File: src/rtl/mem_rr_arbiter.sv
// Round-robin arbiter sharing one main-memory port between external storage, I-cache and D-cache.
// Optional watchdog enabled by defining MEMARB_WATCHDOG_EN.
module mem_rr_arbiter #(
   parameter int DATA_WIDTH = 32,
   parameter int ADDR_WIDTH = 16,
   parameter int TIMEOUT    = 255
) (
   input  logic                    clk,
   input  logic                    rst,
   input  logic [2:0]              m_enable,
   input  logic [2:0]              m_rw,
   input  logic [3*ADDR_WIDTH-1:0] m_addr,
   input  logic [3*DATA_WIDTH-1:0] m_write,
   output logic [2:0]              m_grant,
   output logic [2:0]              m_req_data,
   output logic [DATA_WIDTH-1:0]   m_read,
   output logic [2:0]              m_read_valid,
   output logic [2:0]              m_last,
   output logic [ADDR_WIDTH-1:0]   mem_addr,
   output logic                    mem_enable,
   output logic                    mem_rw,
   output logic [DATA_WIDTH-1:0]   mem_write,
   input  logic                    mem_write_req_input,
   input  logic [DATA_WIDTH-1:0]   mem_read,
   input  logic                    mem_read_valid,
   input  logic                    mem_last,
   output logic                    busy,
   output logic [7:0]              last_beats,
   output logic                    bus_error
);

   localparam logic MEM_READ = 1'b0;

   localparam logic [1:0] ST_IDLE = 2'd0;
   localparam logic [1:0] ST_BUSY = 2'd1;
   localparam logic [1:0] ST_GAP  = 2'd2;

   logic [1:0] state_q, state_d;
   logic [2:0] grant_q, grant_d;
   logic [1:0] ptr_q, ptr_d;
   logic [7:0] beat_cnt_q, beat_cnt_d;
   logic [7:0] last_beats_q, last_beats_d;

   logic                  in_busy;
   logic                  beat;
   logic                  timeout;
   logic                  burst_end;
   logic [1:0]            gidx;
   logic [1:0]            ptr_next;
   logic [ADDR_WIDTH-1:0] sel_addr;
   logic [DATA_WIDTH-1:0] sel_wdata;
   logic                  sel_rw;

   function automatic logic [7:0] sat_inc(input logic [7:0] v, input logic en);
      if (en && (v != 8'hFF)) return v + 8'd1;
      return v;
   endfunction

   // Rotate requests so ptr sits at bit 0, take the lowest set bit, rotate back.
   function automatic logic [2:0] rr_pick(input logic [2:0] req, input logic [1:0] ptr);
      logic [5:0] dbl;
      logic [2:0] rot;
      logic [2:0] sel;
      dbl = {req, req};
      case (ptr)
         2'd1:    rot = dbl[3:1];
         2'd2:    rot = dbl[4:2];
         default: rot = dbl[2:0];
      endcase
      sel = rot[0] ? 3'b001 : (rot[1] ? 3'b010 : (rot[2] ? 3'b100 : 3'b000));
      dbl = {sel, sel};
      case (ptr)
         2'd1:    return dbl[4:2];
         2'd2:    return dbl[3:1];
         default: return sel;
      endcase
   endfunction

   assign in_busy   = (state_q == ST_BUSY);
   assign beat      = mem_read_valid | mem_write_req_input;
   assign burst_end = in_busy & (mem_last | timeout);

   always_comb begin
      gidx = 2'd0;
      if (grant_q[1])      gidx = 2'd1;
      else if (grant_q[2]) gidx = 2'd2;
   end

   assign ptr_next = (gidx == 2'd2) ? 2'd0 : gidx + 2'd1;

   always_comb begin
      sel_addr  = m_addr[0 +: ADDR_WIDTH];
      sel_wdata = m_write[0 +: DATA_WIDTH];
      sel_rw    = m_rw[0];
      if (gidx == 2'd1) begin
         sel_addr  = m_addr[ADDR_WIDTH +: ADDR_WIDTH];
         sel_wdata = m_write[DATA_WIDTH +: DATA_WIDTH];
         sel_rw    = m_rw[1];
      end else if (gidx == 2'd2) begin
         sel_addr  = m_addr[2*ADDR_WIDTH +: ADDR_WIDTH];
         sel_wdata = m_write[2*DATA_WIDTH +: DATA_WIDTH];
         sel_rw    = m_rw[2];
      end
   end

`ifdef MEMARB_WATCHDOG_EN
   logic [7:0] idle_cnt_q, idle_cnt_d;
   logic       bus_error_q, bus_error_d;

   assign timeout = in_busy && (idle_cnt_q == 8'(TIMEOUT));

   // Counter is held at zero while idle, so it starts from zero on every grant.
   always_comb begin
      idle_cnt_d  = idle_cnt_q;
      bus_error_d = bus_error_q | timeout;
      if (state_q == ST_IDLE) idle_cnt_d = 8'd0;
      else if (in_busy)       idle_cnt_d = beat ? 8'd0 : sat_inc(idle_cnt_q, 1'b1);
   end

   always_ff @(posedge clk) begin
      if (rst) begin
         idle_cnt_q  <= 8'd0;
         bus_error_q <= 1'b0;
      end else begin
         idle_cnt_q  <= idle_cnt_d;
         bus_error_q <= bus_error_d;
      end
   end

   assign bus_error = bus_error_q;
`else
   logic unused_timeout;
   assign unused_timeout = ^8'(TIMEOUT);
   assign timeout        = 1'b0;
   assign bus_error      = 1'b0;
`endif

   always_comb begin
      state_d      = state_q;
      grant_d      = grant_q;
      ptr_d        = ptr_q;
      beat_cnt_d   = beat_cnt_q;
      last_beats_d = last_beats_q;
      case (state_q)
         ST_IDLE: begin
            if (m_enable != 3'b000) begin
               grant_d    = rr_pick(m_enable, ptr_q);
               beat_cnt_d = 8'd0;
               state_d    = ST_BUSY;
            end
         end
         ST_BUSY: begin
            beat_cnt_d = sat_inc(beat_cnt_q, beat);
            if (burst_end) begin
               last_beats_d = sat_inc(beat_cnt_q, beat);
               ptr_d        = ptr_next;
               grant_d      = 3'b000;
               state_d      = ST_GAP;
            end
         end
         default: state_d = ST_IDLE;
      endcase
   end

   always_ff @(posedge clk) begin
      if (rst) begin
         state_q      <= ST_IDLE;
         grant_q      <= 3'b000;
         ptr_q        <= 2'd0;
         beat_cnt_q   <= 8'd0;
         last_beats_q <= 8'd0;
      end else begin
         state_q      <= state_d;
         grant_q      <= grant_d;
         ptr_q        <= ptr_d;
         beat_cnt_q   <= beat_cnt_d;
         last_beats_q <= last_beats_d;
      end
   end

   // RAM strobes pass straight through to the granted master only.
   assign m_grant      = grant_q;
   assign m_read       = mem_read;
   assign m_read_valid = in_busy ? (grant_q & {3{mem_read_valid}})      : 3'b000;
   assign m_req_data   = in_busy ? (grant_q & {3{mem_write_req_input}}) : 3'b000;
   assign m_last       = burst_end ? grant_q : 3'b000;

   assign mem_enable = in_busy;
   assign mem_rw     = in_busy ? sel_rw : MEM_READ;
   assign mem_addr   = sel_addr;
   assign mem_write  = sel_wdata;
   assign busy       = (state_q != ST_IDLE);
   assign last_beats = last_beats_q;

endmodule

File: config.mk
export PLATFORM = sky130hd
export DESIGN_NAME = mem_rr_arbiter
export DESIGN_NICKNAME = d
export VERILOG_FILES = /design/src/rtl/mem_rr_arbiter.sv
export SDC_FILE = /design/constraint.sdc
export NUM_CORES = 1
export LEC_CHECK = 0
export ABC_AREA = 0
export CORE_AREA = 2 2 113 115
export CTS_BUF_LIST = sky130_fd_sc_hd__clkbuf_2
export CTS_CLUSTER_DIAMETER = 150
export DETAILED_ROUTE_END_ITERATION = 7
export DIE_AREA = 0 0 115 117
export GPL_ROUTABILITY_DRIVEN = 0
export PLACE_DENSITY_LB_ADDON = 0.08
export SKIP_CTS_REPAIR_TIMING = 1
export SYNTH_ARGS = -nofsm -noshare
export SYNTH_HDL_FRONTEND = slang
export SYNTH_SLANG_ARGS = --single-unit
File: constraint.sdc
create_clock -name clk -period 1.6 [get_ports clk]
set_clock_uncertainty 0.15 [all_clocks]
set_input_delay 0.24 -clock clk [delete_from_list [all_inputs] [get_ports clk]]
set_output_delay 0.24 -clock clk [all_outputs]
set_load 0.05 [all_outputs]
# Word level (Yosys, flattened, before mapping)
# Cells that the tools add are included.
[totals] inputBits=187 elab_cells=64 output_inout_bits=104 ff_bits=23
[classes] mux=35 reduce_logical=9 n_addsub=2 eq_ne=9 n_bitwise=4
[ops] op="2-to-1 mux 32 bit" count=2
[ops] op="2-to-1 mux 16 bit" count=2
[ops] op="2-to-1 mux 8 bit" count=4
[ops] op="2-to-1 mux 3 bit" count=10
[ops] op="one-hot mux 3 bit (2 select lines)" count=3
[ops] op="one-hot mux 8 bit (2 select lines)" count=1
[ops] op="2-to-1 mux 2 bit" count=5
[ops] op="adder 8 x 1 -> 8 bit (second input constant)" count=1
[ops] op="!= test 8 bit (second input constant)" count=1
[ops] op="2-to-1 mux 1 bit" count=7
[ops] op="AND 3 bit" count=2
[ops] op="equality test 2 x 1 -> 1 bit (second input constant)" count=3
[ops] op="AND reduction 3 bit" count=2
[ops] op="equality test 2 bit (second input constant)" count=2
[ops] op="!= test 2 x 1 -> 1 bit (second input constant)" count=2
[ops] op="one-hot mux 2 bit (2 select lines)" count=1
[ops] op="AND reduction 2 bit" count=2
[ops] op="nonzero test 2 bit" count=2
[ops] op="nonzero test 3 bit" count=1
[ops] op="adder 2 x 1 -> 2 bit (second input constant)" count=1
[ops] op="zero test 2 bit" count=1
[ops] op="!= test 2 bit (second input constant)" count=1
[ops] op="AND 1 bit" count=1
[ops] op="logical AND 1 bit" count=1
[ops] op="bitwise OR 1 bit" count=1

# Logic depth before layout (Yosys ltp)
# Gate-level depths: netlist (run 1).
[logic_depth] word_depth=10 mapped_depth=8

# Worst setup path before layout (run 1)
# Ideal clock, no wire load.
[synth_path] path_kind="reg-to-output" startpoint="reg grant_q[2] (netlist: m_grant[2])" endpoint="out mem_write[25]" t_arrival_ns=2.467 path_stages_with_launch=5 slack_ns=-1.257 path_cell_list="dfxtp_1 > buf_2 > buf_1 > mux2i_1 > o21ai_0"
[synth_via] elab_chain_len=5
[synth_lines] element="from (decl)" line="39" text="logic [2:0] grant_q, grant_d;"
[synth_lines] element="from (signal assigned)" line="174" text="grant_q <= grant_d;"
[synth_lines] element="2-to-1 mux 2 bit (*)" line="86" text="else if (grant_q[2]) gidx = 2'd2;"
[synth_lines] element="2-to-1 mux 2 bit (*)" line="85" text="if (grant_q[1]) gidx = 2'd1;"
[synth_lines] element="equality test 2 bit" line="99" text="end else if (gidx == 2'd2) begin"
[synth_lines] element="2-to-1 mux 32 bit" line="99"
[synth_lines] element="2-to-1 mux 32 bit (*)" line="95" text="if (gidx == 2'd1) begin"
[synth_lines] element="to (decl)" line="22" text="output logic [DATA_WIDTH-1:0] mem_write,"
# Mark *: on every way between the ends. The rest lies on a longest branch, timed or not.

# Worst setup path after layout (run 1)
[layout_path] startpoint="reg grant_q[2] (netlist: m_grant[2])" endpoint="out mem_addr[9]"
[layout_via] elab_chain_len=5
[layout_lines] element="2-to-1 mux 2 bit (*)" line="86"
[layout_lines] element="2-to-1 mux 2 bit (*)" line="85"
[layout_lines] element="equality test 2 bit" line="99"
[layout_lines] element="2-to-1 mux 16 bit" line="99"
[layout_lines] element="2-to-1 mux 16 bit (*)" line="95"
[layout_lines] element="to (decl)" line="19" text="output logic [ADDR_WIDTH-1:0] mem_addr,"
# Marks and branches as above.

==> impl_metrics.csv, run 1 <==
group,metric,value,unit
detailed_routing,ant_nets,0,
setup_path,startpoint_type,"register",
setup_path,critical_path.endpoint_type,"output port",
detailed_routing,dr_total_vias,3717,
timing,fin_ws,-0.409,ns
hold_path,min_path_type,"primary input to output port",
setup_path,crit_type,"register to output port",
finish,area_growth,203,%
clock_network,clockRootBuffer,"clkbuf_2",
grt,antenna_found_initial,0,
setup_path,cp.required,1.21,ns
floorplan,core_area,0.0123,mm2
finish,drive_gt1_share,53.0,%
grt,grt_start_max_net_pins,26,
logic_synthesis,synth-main-ff-cell,"dfxtp_1",
finish,n_fill_cell,962,
detailed_routing,drc,0,
finish,num_antenna_cells,0,
place,io_buffers,225,
logic_synthesis,ys_warn_count,0,
floorplan,die_area,0.0135,mm2
floorplan,ios,291,
detailed_routing,wl_per_cell,19.3,um
finish,fin_nets,817,
detailed_routing,viasPerCell,4.79,
finish,utilization,63.8,%
detailed_routing,drt_iter0_drc,174,
finish,final_common_cell,"clkdlybuf4s50_1",
logic_synthesis,syn_inst,362,
logic_synthesis,synth_fp_nets,552,
floorplan,die_y,117,um
floorplan,initial_core_util,21.0,%
pwr,power-per-cell-area,555,mW/mm2
pwr,power.total,4360,uW
clock_network,numCtsBuffers,3,
setup_path,cp_max_fo,6,
finish,final_cell_mix,"clkdlybuf4s50_1, buf_12, nand2_1",
floorplan,rows,41,
finish,multi_input_area,0.00310,mm2
logic_synthesis,post_synth.cell_area_avg,7.16,um2
clock_network,cts_htree_levels,1,
timing,hold_viol,0,
pwr,ir_drop,0.384,mV
clock_network,cts_buffer_depth,2,
clock_network,path_clk_slew,0.23,ns
timing,fmax,0.498,GHz
finish,stdcell_count,776,
pwr,leakagePower,0.00277,uW
place,dp_slack,-0.355,ns
timing,setup_viol,73,
flow_run,max_cap_viol_count,0,
finish,final_area,0.00785,mm2
grt,grt_pass1_vias,3363,
status,outcome,"finished, violations left",
grt,overflow,0,
finish,seq_area,488,um2
place,hpwlAfterDp,11.2,mm
floorplan,die_x,115,um
logic_synthesis,synthArstFlopShare,0,%
logic_synthesis,syn_area,0.00259,mm2
timing,post-route-period-util,126,%
logic_synthesis,ys_ff_latch,23,
detailed_routing,drtPass1Iterations,4,
grt,grt_util_all_layers,17.7,%
detailed_routing,routed_wl,14.9,mm
logic_synthesis,ys_seq_area_share,17.8,%
clock_network,cts_tree,"yes",
clock_network,cts.sinks,23,
grt,grt_pass1_wl,18.9,mm
place,dp_cells,740,
timing,slew_viol_final,0,
logic_synthesis,synth-edff-count,0,
timing,rsz0062_at_grt,"true",
timing,period_needed,2.01,ns
clock_network,clock_latency,0.35,ns
logic_synthesis,ys_types,53,
place,place_area,0.00655,mm2
setup_path,arrival,1.62,ns
status,violations,"negative setup slack",
[registers in the layout, indices dropped and copies added, names as in the netlist]
name / cells
beat_cnt_q: 8
last_beats: 8
m_grant: 3
ptr_q: 2
state_q: 2
[kinds of logic after synthesis]
logic type	synth area share (%)
flip-flops	17.8
AND/OR/NAND/NOR	19.8
multiplexers	19.7
XOR/XNOR	0.338
adder cells (fa/ha/maj)	1.45
other	0.145
buffers and inverters	16.0
AO/OA/AOI/OAI	24.8
[power breakdown]
part | switching, uW | internal [uW] | leakage, uW
Clock | 198 | 56.7 | 0.0000164
Sequential | 30.4 | 599 | 0.000195
Combinational | 1650 | 1830 | 0.00256
[per-stage QoR]
stage / hold slack (ns) / setup TNS [ns]
floorplan: 0.194 / -0.185
global placement: 0.318 / -4.59
detailed placement: 0.329 / -5.27
CTS: 0.330 / -22.37
global route: 0.330 / -26.09
finish: 0.330 / -20.44
[critical path, cell delays in order, from the launching register on]
cell       delay [ns]
dfxtp_4          0.42
buf_6            0.13
clkbuf_16        0.17
mux2i_4          0.20
o21ai_4          0.20
buf_12           0.16
[Yosys cell counts (5+ instances only)]
| master | instances | area share, % |
|---|---|---|
| nand2_1 | 63 | 9.1 |
| o21ai_0 | 57 | 11 |
| mux2i_1 | 51 | 20 |
| buf_4 | 34 | 9.9 |
| dfxtp_1 | 23 | 18 |
| nor2_1 | 16 | 2.3 |
| clkbuf_1 | 15 | 2.2 |
| a21oi_1 | 11 | 2.1 |
| inv_1 | 10 | 1.4 |
| and3_1 | 9 | 2.2 |
| buf_2 | 7 | 1.4 |
| a211oi_1 | 5 | 1.4 |
[area by class of cell]
| type | instances | area share [%] |
|---|---|---|
| timing repair buffer | 319 | 51.0 |
| multi-input combinational | 269 | 39.5 |
| sequential | 23 | 6.21 |
| tap | 150 | 2.39 |
| inverter | 11 | 0.605 |
| clock buffer | 3 | 0.191 |
| clock inverter | 1 | 0.0637 |
[path summary, 6_finish.rpt]
kind,from,endpoint,slack (ns),cells past startpoint
setup / recovery,m_grant[2],mem_addr[9],-0.41,5
hold / removal,mem_read[22],m_read[22],0.33,0
setup reg to reg,beat_cnt_q[6],last_beats[1],-0.11,5
hold reg to reg,ptr_q[0],ptr_q[0],0.34,2
[metal layers]
layer  vias to the layer above  GRT usage, %  wire length, um
met2                       138          32.2             8000
met1                      1780          22.8             5830
met5                         -             0                0
met3                         6          3.40             1050
met4                         0         0.964               62
li1                       1793             -                -
Power figures use the tool's default switching activity.
==> run 2: changes to the inputs <==
- SLEW_MARGIN: default -> 5
==> results of run 2 <==
Same layout as run 1: the final DEF is identical, and so are final timing and power.
==> RTL change: new RTL, settings of run 2 <==
Build with the macro `MEMARB_WATCHDOG_EN` defined.
--- a/src/rtl/mem_rr_arbiter.sv
+++ b/src/rtl/mem_rr_arbiter.sv
@@ -1,4 +1,6 @@
 // Round-robin arbiter sharing one main-memory port between external storage, I-cache and D-cache.
 // Optional watchdog enabled by defining MEMARB_WATCHDOG_EN.
+`define MEMARB_WATCHDOG_EN
+
 module mem_rr_arbiter #(
    parameter int DATA_WIDTH = 32,
Behaviour: same outputs for any inputs over 4 cycles, from zero or initial values and one cycle with rst high; that may be too few to reach the edited logic, so the function may still have changed.
==> RTL change against run 2 <==
The flow still finishes with violations (setup timing). Via count is 5.6% higher. Die area stayed put. Sequential cell count is 9 higher. Design area is 2.1% higher. Fmax is 3.9% lower. Core utilization is 1.4 points higher. Routed wire length is 1.2% higher. Hold slack stayed put. Worst setup slack worse by 82 ps. Total power is 1.7% higher. Non-clock buffer count is 9 lower. Sequential power is 36% higher. Synthesized area is 15% higher. Critical path depth stayed put. Critical path type unchanged. Highest routed layer unchanged.
==> RTL change: results <==
metrics = {
    "routing": {
        "totalWireLength_mm": 15.1,
        "vias": 3926,
        "ant_nets": 0,
        "wirelength_met1_mm": 5.73,
        "wl_per_cell_um": 18.6,
        "drtIter0Drc": 166,
        "dr_wl_met3_mm": 1.22,
        "wl_met2_mm": 8.07,
    },
    "yosys": {
        "ys_types": 56,
        "synth_xor_area_share_pct": 2.65,
        "postSynthCellCount": 402,
        "ys_seq_area_share_pct": 21.5,
        "yosys-top-cells-count": "nand2_1 (68), mux2i_1 (51), o21ai_0 (51), buf_4 (32), dfxtp_1 (32)",
        "yosys-top-cells-area": "dfxtp_1 (22%), mux2i_1 (17%), o21ai_0 (8.6%)",
        "muxShareOfSynthArea_pct": 17.5,
        "synthAdderAreaFrac_pct": 1.68,
        "syn_nets": 593,
        "synth-compound-area-share_pct": 21.9,
    },
    "pwr": {
        "power_leakage_uw": 0.00289,
        "p_comb_uw": 3010,
        "vdd_drop_max_v": 0.000375,
        "p_sw_share_pct": 39.8,
        "power.total_uw": 4430,
        "p_seq_uw": 853,
    },
    "place": {
        "placed_area_mm2": 0.00687,
        "hpwl_mm": 11.6,
        "dp_cells": 784,
        "place_ws_ps": -472,
        "port_buffers": 226,
    },
    "worst_setup_path": {
        "r2r_cells": 6,
        "arrival_ps": 1700,
    },
    "grt": {
        "grt_first_pass_wirelength_mm": 19.8,
        "grtUsageMet2_pct": 33.8,
        "grt_use_met3_pct": 5.46,
        "grt_usage_pct": 18.8,
        "use_met1_pct": 22.7,
        "grt_max_degree": 29,
        "grt_pass1_vias": 3689,
    },
    "cells_and_area": {
        "layout.nets": 855,
        "drive_above_1_share_pct": 47.5,
    },
    "timing": {
        "tightest_slew_ps": 328,
        "timing.final.ws_setup_ps": -491,
        "tns_ps": -24630,
        "setup_viol": 83,
    },
    "clock_network": {
        "insertion_delay_ps": 380,
        "cts.clk_slew.worst_paths_ps": 190,
        "htreeDepth": 2,
        "numCtsBuffers": 5,
    },
    "outcome": {
        "violations": "setup timing",
        "status": "finished, violations left",
    },
}
## RTL change: cell types whose count changed in the layout (fill, tap and decap cells not counted), sizes merged, moves of 5 or more
cell	change
nor2	+16
nand2	+5
dfxtp	+9
buf	-7
## RTL change: worst max-delay path, cell delays in order, from the launching register on
cell and delay (ps):
dfxtp_4 420, buf_6 140, clkbuf_16 170, mux2i_4 200
o21ai_4 190, buf_6 190
## RTL change: final timing paths
check	start	slack [ps]	endpoint
setup reg to reg	beat_cnt_q[1]$_SDFFE_PP0P_	-210	beat_cnt_q[6]$_SDFFE_PP0P_
hold reg to reg	ptr_q[0]$_SDFFE_PP0P_	350	ptr_q[0]$_SDFFE_PP0P_
hold / removal	mem_read[0]	330	m_read[0]
setup / recovery	m_grant[2]$_SDFFE_PP0P_	-490	mem_write[9]
## RTL change: layout make-up
class	instances	area, µm²
clock buffers	6	30.0
clock inverters	2	35.0
fillers	942	4290
inverters	7	32.5
multi-input cells	308	3260
flip-flops and latches	32	663
well taps	150	188
repair buffers	310	3810
